`config.mk`:
```
export PLATFORM = sky130hd
export DESIGN_NAME = sync_fifo
export DESIGN_NICKNAME = d
export VERILOG_FILES = /design/src/rtl/sync_fifo.sv
export SDC_FILE = /design/constraint.sdc
export NUM_CORES = 1
export LEC_CHECK = 0
export BUFFER_PORTS_ARGS = -buffer_cell sky130_fd_sc_hd__buf_2
export CAP_MARGIN = 20
export CORE_UTILIZATION = 35
export CTS_CLUSTER_DIAMETER = 100
export DETAILED_ROUTE_END_ITERATION = 8
export MAX_ROUTING_LAYER = met4
export PLACE_DENSITY = 0.5
export SYNTH_ARGS = -nofsm -noshare
export SYNTH_HDL_FRONTEND = slang
export SYNTH_SLANG_ARGS = --single-unit
```
`constraint.sdc`:
```
create_clock -name clk -period 14.19 [get_ports clk]
set_input_delay 2.1285 -clock clk [delete_from_list [all_inputs] [get_ports clk]]
set_output_delay 2.1285 -clock clk [all_outputs]
set_load 0.05 [all_outputs]
```
`src/rtl/sync_fifo.sv`:
```
// sync_fifo: single-clock FIFO with arbitrary depth, standard or first-word-fall-through
// read mode, run-time almost-full/almost-empty thresholds, fill count, synchronous flush
// and sticky overflow/underflow flags.
//
// Ports:
//   clk             rising-edge clock
//   rst_n           asynchronous active-low reset
//   din             write data
//   write / read    write and read requests
//   flush           synchronous clear of contents (overrides read/write)
//   clr_err         clears the sticky error flags (a same-cycle new error wins)
//   almost_full_th  almost_full  = count >= almost_full_th
//   almost_empty_th almost_empty = count <= almost_empty_th
//   dout            read data (registered in standard mode, combinational in FWFT mode)
//   empty / full    count == 0 / count == DEPTH
//   count           words stored, 0..DEPTH
//   overflow        sticky: a write was rejected
//   underflow       sticky: a read was attempted while empty
module sync_fifo #(
  parameter int unsigned DWIDTH = 32,
  parameter int unsigned DEPTH  = 16,
  parameter int unsigned FWFT   = 0,
  parameter int unsigned CWIDTH = $clog2(DEPTH + 1)
) (
  input  logic              clk,
  input  logic              rst_n,
  input  logic [DWIDTH-1:0] din,
  input  logic              write,
  input  logic              read,
  input  logic              flush,
  input  logic              clr_err,
  input  logic [CWIDTH-1:0] almost_full_th,
  input  logic [CWIDTH-1:0] almost_empty_th,
  output logic [DWIDTH-1:0] dout,
  output logic              empty,
  output logic              full,
  output logic              almost_full,
  output logic              almost_empty,
  output logic [CWIDTH-1:0] count,
  output logic              overflow,
  output logic              underflow
);

  localparam int unsigned PWIDTH = $clog2(DEPTH);

  logic [DWIDTH-1:0] r_mem [DEPTH];
  logic [PWIDTH-1:0] r_wr_ptr, r_rd_ptr;
  logic [PWIDTH-1:0] w_wr_ptr_d, w_rd_ptr_d;
  logic [CWIDTH-1:0] r_count, w_count_d;
  logic              r_overflow, r_underflow;
  logic              w_empty, w_full;
  logic              w_ren, w_wen;
  logic              w_ovf_set, w_unf_set;

  // Wrap by explicit compare so non-power-of-2 depths work.
  function automatic logic [PWIDTH-1:0] ptr_inc(input logic [PWIDTH-1:0] p);
    return (p == PWIDTH'(DEPTH - 1)) ? '0 : p + 1'b1;
  endfunction

  assign w_empty = (r_count == '0);
  assign w_full  = (r_count == CWIDTH'(DEPTH));

  // flush suppresses both requests; when full a write rides on a same-cycle read.
  assign w_ren = read & ~w_empty & ~flush;
  assign w_wen = write & (~w_full | w_ren) & ~flush;

  assign w_ovf_set = write & ~w_wen & ~flush;
  assign w_unf_set = read & w_empty & ~flush;

  always_comb begin
    w_wr_ptr_d = r_wr_ptr;
    w_rd_ptr_d = r_rd_ptr;
    w_count_d  = r_count;
    if (flush) begin
      w_wr_ptr_d = '0;
      w_rd_ptr_d = '0;
      w_count_d  = '0;
    end else begin
      if (w_wen) w_wr_ptr_d = ptr_inc(r_wr_ptr);
      if (w_ren) w_rd_ptr_d = ptr_inc(r_rd_ptr);
      if (w_wen && !w_ren) begin
        w_count_d = r_count + 1'b1;
      end else if (w_ren && !w_wen) begin
        w_count_d = r_count - 1'b1;
      end
    end
  end

  always_ff @(posedge clk or negedge rst_n) begin
    if (!rst_n) begin
      r_wr_ptr    <= '0;
      r_rd_ptr    <= '0;
      r_count     <= '0;
      r_overflow  <= 1'b0;
      r_underflow <= 1'b0;
    end else begin
      r_wr_ptr    <= w_wr_ptr_d;
      r_rd_ptr    <= w_rd_ptr_d;
      r_count     <= w_count_d;
      r_overflow  <= (r_overflow & ~clr_err) | w_ovf_set;
      r_underflow <= (r_underflow & ~clr_err) | w_unf_set;
    end
  end

  // Storage is not reset. A full-with-read collision reads the old word because the
  // read samples the array before this edge's write lands.
  always_ff @(posedge clk) begin
    if (w_wen) r_mem[r_wr_ptr] <= din;
  end

  if (FWFT != 0) begin : g_fwft
    assign dout = r_mem[r_rd_ptr];
  end else begin : g_std
    logic [DWIDTH-1:0] r_dout;
    always_ff @(posedge clk or negedge rst_n) begin
      if (!rst_n) begin
        r_dout <= '0;
      end else if (w_ren) begin
        r_dout <= r_mem[r_rd_ptr];
      end
    end
    assign dout = r_dout;
  end

  assign empty        = w_empty;
  assign full         = w_full;
  assign almost_full  = (r_count >= almost_full_th);
  assign almost_empty = (r_count <= almost_empty_th);
  assign count        = r_count;
  assign overflow     = r_overflow;
  assign underflow    = r_underflow;

endmodule

```
==> key figures, run 1 <==
Timing
  • Worst slew pin tran: 1.06 ns
  • Setup TNS: 0 ns
  • Setup skew after layout: 0.0206 ns
  • Final setup viols: 0
  • Period utilization: 39.5%
  • Max-slew violation count: 0
  • Relative slew slack: 29.2%
  • Post-route minimum period: 5.60 ns
  • Fin Hold WS: 0.474 ns
  • Post-layout worst setup margin: 8.59 ns
  • Fmax: 179 MHz
  • RSZ-0062 raised after global routing: no
  • Hold Fails Final Rpt: 0

Floorplan
  • Die area: 63000 um2
  • Die Y: 251 um
  • FP Rows: 90
  • Initial Util: 35.7%
  • Core Area: 60800 um2
  • Die Wd: 251 um
  • Ports: 91

Clock network
  • Clock transition at the registers of the reported paths: 0.05 ns
  • Clock latency on the worst-skew pair: 0.62 ns
  • TritonCTS clock tree: done
  • Post-CTS Resized: 0
  • Cts hold-fix bufs: 0
  • Num Clock Sinks: 559
  • Postcts setup bufs: 0
  • Root buf cell: clkbuf_16
  • CTS HTree Levels: 2
  • Deepest clock path buffer count: 3
  • TritonCTS buffer count: 59

GRT
  • Number of global-route vias before repair: 11332
  • Initial antenna violation count: 1
  • Largest net degree at the start of global routing: 63
  • Gr ovfl total: 0
  • Global-route wire length before repair: 75300 um
  • Gr usage total: 16.8%

Drt
  • WL/cell: 24.0 um
  • Drt initial violations: 699
  • Detailed-route via count: 10976
  • DR pass1 iterations: 4
  • Post-route ant nets: 0
  • # DRC: 0
  • Via density: 5.19
  • Routed WL: 50700 um

Critical path
  • Critical-path top delay cell: buf_2
  • Crit. End Element: output pin
  • CP Class: in2out
  • Worst Setup SP: almost_empty_th[1]
  • Crit-path cells: buf_2, inv_1, ha_1, nor2b_1, o21a_1, o21ai_0, nand2_1, o211ai_1, buf_2
  • CP max stage delay: 0.31 ns
  • Cell mode on critical path: buf_2
  • CP Launch Type: input pin
  • RR Startpoint: r_rd_ptr[1]
  • Crit path DAT: 3.47 ns
  • CP max FO: 2
  • CP required: 12.06 ns

Job
  • Max-cap viol count: 0

Yosys
  • Syn Area/Cell: 18.7 um2
  • Top_reg_cell synth: edfxtp_1
  • Synth warnings: 0
  • Synth Cell Area: 21700 um2
  • Post-Syn Instances: 1160
  • Mapped Nets: 1228
  • Asr flop ratio synth: 8.41%
  • Count of different cell masters after synthesis: 52
  • EDFF count, synth: 512
  • Post-synthesis sequential area ratio: 76.2%
  • Flops & latches, synth: 559

Min path
  • Worst hold start: dout[24]
  • Hold Path Class: reg2reg

Pwr
  • Pwr Total: 4.17 mW
  • P per Cell Area: 166 nW/um2
  • Peak supply drop: 0.114 mV
  • Leakage: 8.17 nW

Final layout
  • Final Net Count: 1351
  • Syn-to-layout area delta: 15.4%
  • Utilization after layout: 41.2%
  • Share of cells above drive strength 1: 22.2%

Placement
  • GP Congestion: 0.747
  • Worst slack, placed: 8.62 ns
  • Dpl hpwl: 27900 um
  • IO buf count: 90

Outcome
  • Status: finished clean
-- flip-flops by register name, indices dropped and copies added (netlist names) --
name / count
count: 5
dout: 32
overflow: 1
r_mem: 512
r_rd_ptr: 4
r_wr_ptr: 4
underflow: 1
-- final timing paths --
check                      cells past startpoint      endpoint  slack, ns
max reg2reg                                    6       dout[9]      10.84
min reg2reg                                    2      dout[24]       0.47
min in group asynchronous                      2      dout[12]       1.66
max                                            9  almost_empty       8.59
max in group asynchronous                      2   r_rd_ptr[0]      11.92
min                                            2      dout[24]       0.47
-- placed cells by master (no fill, tap or decap), drive strengths merged, types with 3 or more instances in the layout --
cell | synthesis | routed
nor2b | 8 | 8
mux4 | 64 | 64
ha | 19 | 19
nand3 | 8 | 8
clkbuf | 33 | 72
a21oi | 9 | 9
nor4 | 5 | 5
o22ai | 61 | 61
and2 | 4 | 4
mux2 | 6 | 6
buf | 29 | 124
xnor2 | 3 | 3
bufinv | 0 | 3
mux2i | 127 | 127
a211oi | 3 | 3
nand2 | 45 | 45
o21ai | 39 | 39
a22o | 30 | 30
edfxtp | 512 | 512
nand2b | 6 | 6
inv | 19 | 21
nor2 | 19 | 19
dfrtp | 47 | 47
clkinv | 1 | 32
a31oi | 3 | 3
nor3 | 35 | 35
-- where the power goes --
part	internal [mW]	switching (mW)	total, mW	leakage (nW)
clock	0.826	0.627	1.45	0.894
combinational	0.275	0.511	0.786	2.06
sequential	1.86	0.0644	1.93	5.21
total	2.96	1.20	4.17	8.17
-- layer usage --
metal,track usage [%],share of wire [%],vias to the layer above
li1,-,-,4934
met1,22.5,46,5805
met2,26.9,49,174
met3,2.43,3.3,63
met4,4.08,1.6,0
met5,-,0,-
-- worst max-delay path, delay by kind of cell --
family | cells | cell delay [ns]
compound gates | 3 | 0.42
simple gates | 2 | 0.20
buf+inv | 3 | 0.41
fa+ha+maj | 1 | 0.29
-- layout make-up --
class	count	area [um2]
multi-input combinational	519	4920
tap	782	978
inverter	20	76.3
antenna	1	2.50
clock buffer	72	1550
fill	5446	35800
sequential	559	16600
timing repair buffer	124	706
clock inverter	37	268
-- synth_stat cells, types with 2 or more instances --
| master | instances | area [um2] |
|---|---|---|
| mux2i_1 | 127 | 1270 |
| nor2_1 | 19 | 71.3 |
| buf_2 | 28 | 140 |
| nor2b_1 | 8 | 50.1 |
| o21ai_1 | 14 | 70.1 |
| a31oi_1 | 3 | 18.8 |
| o21ai_0 | 25 | 125 |
| a311o_1 | 2 | 20.0 |
| o22ai_1 | 61 | 382 |
| dfrtp_1 | 47 | 1180 |
| mux2_2 | 2 | 22.5 |
| ha_1 | 19 | 238 |
| nand3_1 | 8 | 40.0 |
| xnor2_1 | 3 | 26.3 |
| a22o_1 | 30 | 263 |
| mux2_1 | 4 | 45.0 |
| edfxtp_1 | 512 | 15400 |
| mux4_2 | 64 | 1440 |
| nor4_1 | 4 | 25.0 |
| a211oi_1 | 3 | 22.5 |
| xor2_1 | 2 | 17.5 |
| nand2_1 | 45 | 169 |
| clkbuf_1 | 33 | 124 |
| and2_1 | 4 | 25.0 |
| nand2b_1 | 5 | 31.3 |
| nand3b_1 | 2 | 15.0 |
| nor3_1 | 35 | 175 |
| inv_1 | 19 | 71.3 |
| a21oi_1 | 9 | 45.0 |
-- per-stage QoR --
| step | cells | cell area [um2] |
|---|---|---|
| after floorplan | 1160 | 21700 |
| after global placement | 2004 | 23200 |
| after detailed placement | 2004 | 23200 |
| after CTS | 2113 | 25100 |
| after global routing | 2114 | 25100 |
| final | 2114 | 25100 |
-- kinds of logic (layout without fill, tap and decap cells) --
| group | Yosys count | in the layout | synth area share, % |
|---|---|---|---|
| buf+inv | 82 | 253 | 1.58 |
| xor+xnor | 5 | 5 | 0.202 |
| mux | 197 | 197 | 12.8 |
| compound gates | 159 | 159 | 4.90 |
| flops | 559 | 559 | 76.2 |
| fa+ha+maj | 20 | 20 | 1.19 |
| simple gates | 138 | 138 | 3.12 |
| other cells | 0 | 1 | 0 |
(Power assumes the default switching activity.)
==> inputs of run 2 (changes only) <==
Settings changed: ABC_AREA set to 1.
Clock period 14.19 ns to 5.2 ns, I/O delays scaled along.
==> run 2 against run 1 <==
  * Flip-flop and latch count did not move
  * Via count rose by 32%
  * Non-clock buffer count rose by 3
  * Sequential power rose to 2.7 times the previous value
  * Clock-buffer cell count rose by 5
  * Die area rose by 4.3%
  * Synthesized cell count rose by 63%
  * Final area rose by 3.9%
  * Clock power rose to 3.0 times the previous value
  * Final cell count rose by 36%
  * Area after synthesis rose by 4.3%
  * Largest cell class unchanged
  * Largest power group unchanged
==> key figures, run 2 <==
Timing
  • Hold Fails Final Rpt: 0
  • Setup TNS: 0 ns
  • Period utilization: 60.6%
  • Final setup viols: 0
  • Relative slew slack: 27.7%
  • Worst slew pin tran: 1.08 ns
  • RSZ-0062 raised after global routing: no
  • Post-route minimum period: 3.15 ns
  • Setup skew after layout: 0.0125 ns
  • Max-slew violation count: 0
  • Fmax: 317 MHz

Floorplan
  • Initial Util: 35.6%
  • Core Area: 63500 um2
  • Die Wd: 256 um
  • Die area: 65700 um2
  • FP Rows: 92
  • Die Y: 256 um
  • Ports: 91

Drt
  • Detailed-route via count: 14541
  • WL/cell: 21.6 um
  • DR pass1 iterations: 5
  • Post-route ant nets: 0
  • # DRC: 0
  • Drt initial violations: 1039
  • Routed WL: 62100 um
  • Via density: 5.07

Critical path
  • Worst reg2reg setup slack: 2.05 ns
  • Crit path DAT: 3.45 ns
  • Crit-path cells: nor2_1, nand4_1, nand2_1, nor2_1, nand2_1, nor2_4, buf_4
  • Critical-path top delay cell: nor2_4
  • Crit. End Element: flip-flop
  • Reg2reg path depth: 7
  • RR Startpoint: count[2]
  • CP max FO: 21
  • CP max stage delay: 0.85 ns
  • CP required: 5.50 ns
  • End of the worst register-to-register path: r_mem[0][31]
  • CP Launch Type: flip-flop
  • CP Class: reg2reg

Yosys
  • EDFF count, synth: 512
  • Count of different cell masters after synthesis: 28
  • Post-synthesis sequential area ratio: 73.1%
  • Synth warnings: 0
  • Count leader, synth: nand2_1
  • Asr flop ratio synth: 8.41%
  • Largest cells by area after synthesis: edfxtp_1, nand2_1, dfrtp_1
  • Top_reg_cell synth: edfxtp_1
  • Syn Area/Cell: 12.0 um2
  • Top-area cell type share of the netlist area: 67.9%
  • Mapped Nets: 1959
  • Post-Syn Instances: 1891
  • Cell accounting for the most synthesized area: edfxtp_1
  • Synth Cell Area: 22700 um2
  • Flops & latches, synth: 559
  • Synth top cells by count: nand2_1, edfxtp_1, nand3_1, nor2_1, a21oi_1

Outcome
  • Status: finished clean

Final layout
  • Final Net Count: 2043
  • Syn-to-layout area delta: 14.9%
  • Share of cells above drive strength 1: 11.7%
  • Fin area: 26000 um2
  • # diodes: 0
  • Most flops, register: r_mem
  • Max reg flops: 512
  • Commonest non-fill, non-tap cell in the layout: nand2_1
  • Most frequent cells in the layout: nand2_1, edfxtp_1, nand3_1

Clock network
  • Num Clock Sinks: 559
  • Deepest clock path buffer count: 3
  • TritonCTS clock tree: done
  • Postcts setup bufs: 0
  • TritonCTS buffer count: 59
  • Post-CTS Resized: 0
  • Clock latency on the worst-skew pair: 0.61 ns
  • Clock transition at the registers of the reported paths: 0.06 ns
  • Cts hold-fix bufs: 0
  • Root buf cell: clkbuf_16
  • CTS HTree Levels: 2

Pwr
  • P per Cell Area: 467 nW/um2
  • Leakage: 9.69 nW
  • Peak supply drop: 0.278 mV

Placement
  • Post-DP Area: 24100 um2
  • GP Congestion: 0.782
  • Dpl hpwl: 34700 um
  • IO buf count: 90

GRT
  • Number of global-route vias before repair: 14593
  • Gr ovfl total: 0
  • Initial antenna violation count: 0
  • Gr usage total: 19.5%
  • Largest net degree at the start of global routing: 119
  • Global-route wire length before repair: 93900 um

Job
  • Max-cap viol count: 0

Min path
  • Hold Path Class: in2async
-- run 2: changes by cell type after synthesis, sizes merged, moves of 32 or more --
| cell | previous run | this run |
|---|---|---|
| a21boi | 0 | 33 |
| a21oi | 9 | 69 |
| buf | 29 | 76 |
| mux2i | 127 | 0 |
| mux4 | 64 | 0 |
| nand2 | 45 | 654 |
| nand3 | 8 | 140 |
| nor2 | 19 | 120 |
| o211ai | 1 | 33 |
| o21ai | 39 | 71 |
-- run 2: through the flow --
step | setup WS (ns) | cells | utilization (%) | power (mW) | hold slack (ns)
5_1_grt | 1.86 | 2870 | 41.0 | 12.7 | 0.281
3_5_place_dp | 1.56 | 2760 | 37.9 | 8.00 | 0.461
6_report | 2.05 | 2870 | 41.0 | 12.2 | 0.255
3_3_place_gp | 1.65 | 2755 | 37.7 | 7.98 | 0.464
2_1_floorplan | 0.996 | 1891 | - | 7.23 | 0.484
4_1_cts | 2.05 | 2870 | 41.0 | 12.3 | 0.264
-- run 2: per-layer routing --
layer | global-route usage (%) | part of all wire (%)
met1 | 25.7 | 45
met4 | 5.36 | 2.4
met5 | - | 0
met3 | 2.66 | 4.6
met2 | 31.6 | 48
-- run 2: cells by family after synthesis --
family                   count (synthesis)  share of synthesized area, %
AND/OR/NAND/NOR                        922                          16.1
flip-flops                             559                          73.1
AO/OA/AOI/OAI                          247                          6.46
buffers and inverters                  141                          3.11
adder cells (fa/ha/maj)                 20                          1.14
XOR/XNOR                                 2                        0.0773
-- run 2: worst max-delay path by stage --
stage / start / endpoint
final: count[2] / r_mem[0][31]
after global routing: count[2] / count[4]
after CTS: count[2] / r_mem[0][11]
after detailed placement: flush / r_mem[0][14]
after global placement: flush / r_mem[0][9]
after floorplan: flush / r_mem[3][0]
-- run 2: layout make-up --
class	instances	area, um2
inverters	37	144
fillers	6085	37500
clock buffers	77	1560
well taps	846	1060
clock inverters	33	388
multi-input cells	1191	5510
repair buffers	127	806
flip-flops and latches	559	16600
-- run 2: power by group --
group | total (mW) | switching [mW] | internal, mW
registers | 5.25 | 0.152 | 5.10
logic | 2.62 | 1.97 | 0.649
clock network | 4.29 | 1.74 | 2.55
total | 12.2 | 3.86 | 8.30
-- run 2: critical path: cells and delay by family (launching register included) --
kind,cells,cell delay (ns)
AND/OR/NAND/NOR,6,1.96
buffers and inverters,1,0.37
flip-flops,1,0.50
==> inputs of run 3 (changes only) <==
Settings changed: ABC_AREA 1 to 0, PLACE_DENSITY 0.5 to 0.52.
Clock period 5.2 ns to 2.55 ns, I/O delays scaled along.
==> run 3 against run 2 <==
  * The run now ends with negative setup slack left
  * Clock skew is 0.00076 ns lower
  * Hold slack got worse by 0.12 ns
  * Flip-flop and latch count is the same
  * Clock power grew 99%
  * Setup slack got worse by 2.1 ns
  * Power rose by 100%
  * Final area increased by 1.2%
  * Final cell count shrank 24%
  * Die area fell by 4.1%
  * Register-to-register slack worse by 2.0 ns
  * Critical endpoint is now almost_empty
  * Highest routed layer unchanged
==> key figures, run 3 (synthesized netlist as in run 1, its figures left out) <==
Critical path
  • CP Class: reg2out
  • CP required: 2.17 ns
  • Worst reg2reg setup slack: 0.02 ns
  • RR Startpoint: count[1]
  • Crit. End Element: output pin
  • End of the worst register-to-register path: count[3]
  • Worst Setup SP: count[1]
  • Crit path DAT: 2.18 ns
  • CP max FO: 2
  • Reg2reg path depth: 11
  • CP Launch Type: flip-flop

Placement
  • Worst slack, placed: -0.0491 ns
  • Inst Count DP: 2065
  • Dpl hpwl: 30600 um
  • IO buf count: 90
  • GP Congestion: 0.755
  • Post-DP Area: 24100 um2

Drt
  • Drt initial violations: 701
  • WL/cell: 23.3 um
  • Detailed-route via count: 11266
  • Post-route ant nets: 0
  • # DRC: 0
  • Met1 WL: 23100 um
  • Top layer in use: met4
  • Via density: 5.15
  • Met3 wire length: 1710 um
  • Routed WL: 50900 um
  • Met2 WL: 25100 um
  • DR pass1 iterations: 4

Timing
  • Post-route minimum period: 2.57 ns
  • Max-slew violation count: 0
  • Post-layout worst setup margin: -0.0162 ns
  • RSZ-0062 raised after global routing: yes
  • Final setup viols: 1
  • Fmax: 390 MHz
  • Period utilization: 101%
  • Setup skew after layout: 0.0117 ns
  • Worst slew pin tran: 0.990 ns
  • Hold Fails Final Rpt: 0
  • Relative slew slack: 33.8%

Clock network
  • Clock transition at the registers of the reported paths: 0.06 ns
  • CTS HTree Levels: 2
  • TritonCTS buffer count: 58
  • Root buf cell: clkbuf_16
  • Clock latency on the worst-skew pair: 0.62 ns
  • TritonCTS clock tree: done
  • Deepest clock path buffer count: 3
  • Num Clock Sinks: 559

Pwr
  • Pwr Total: 24.3 mW
  • Leakage: 8.76 nW
  • Peak supply drop: 0.587 mV
  • P per Cell Area: 922 nW/um2

GRT
  • Largest net degree at the start of global routing: 39
  • Global-route wire length before repair: 76100 um
  • Gr usage total: 16.8%
  • Number of global-route vias before repair: 11740
  • Initial antenna violation count: 3
  • Gr ovfl total: 0

Final layout
  • Max reg flops: 512
  • Share of cells above drive strength 1: 27.8%
  • Most frequent cells in the layout: edfxtp_1, mux2i_1, buf_2
  • Utilization after layout: 43.3%
  • Syn-to-layout area delta: 21.4%
  • Final std cells w/o fill: 2187
  • Fin area: 26400 um2
  • Most flops, register: r_mem
  • Final Net Count: 1422
  • Commonest non-fill, non-tap cell in the layout: edfxtp_1

Floorplan
  • Die area: 63000 um2
  • Ports: 91
  • FP Rows: 90
  • Core Area: 60800 um2
  • Initial Util: 35.7%
  • Die Wd: 251 um
  • Die Y: 251 um

Outcome
  • Status: finished, violations left
  • Failing checks: negative setup slack

Min path
  • Hold path depth: 1
  • Worst Hold Path EP: r_mem[6][21]
  • Worst hold start: din[21]
  • Hold Path Class: in2reg

Job
  • Max-cap viol count: 0
## run 3: routing by layer
layer,vias to the layer above,GRT usage (%)
met2,194,27.4
met3,70,2.33
met1,5911,22.3
met5,-,-
li1,5091,-
met4,0,4.37
## run 3: report_power, final
group          switching, mW  total (mW)  internal [mW]
Clock                   3.48        8.53           5.05
Combinational           3.17        5.17           2.01
Sequential             0.222        10.6           10.4
## run 3: worst max-delay path by stage
stage,to,cells past startpoint
2_1_floorplan,r_mem[0][0],4
3_3_place_gp,r_mem[13][2],6
3_5_place_dp,r_mem[13][9],6
4_1_cts,almost_empty,8
5_1_grt,almost_empty,8
6_report,almost_empty,8
## run 3: area by class of cell
type                       count  area (um2)
antenna                        1        2.50
clock buffer                  88        1670
clock inverter                22         275
fill                        5329       34500
inverter                      20        78.8
multi-input combinational    519        5100
sequential                   559       16600
tap                          782         978
timing repair buffer         196        1670
## run 3: per-stage QoR
stage               TNS, ns  hold WS [ns]
floorplan            -20.40        0.0869
global placement     -0.526         0.433
detailed placement    -1.59         0.439
CTS                  -0.127        0.0845
global route         -0.582         0.116
finish              -0.0162         0.134
## run 3: timing repair
item	in CTS	in global routing
setup endpoints to repair	3	23
hold endpoints to repair	48	0
gates resized for setup	15	20
hold buffers	2	0
pin swaps	7	9
buffers inserted	4	3
## run 3: worst max-delay path, stage by stage (launching register included)
cell and delay [ns]:
dfrtp_4 0.47, buf_6 0.13, ha_4 0.20, nor2b_1 0.12, o21a_1 0.16, o21ai_1 0.12, nand2_1 0.06, o211ai_1 0.09
buf_4 0.23
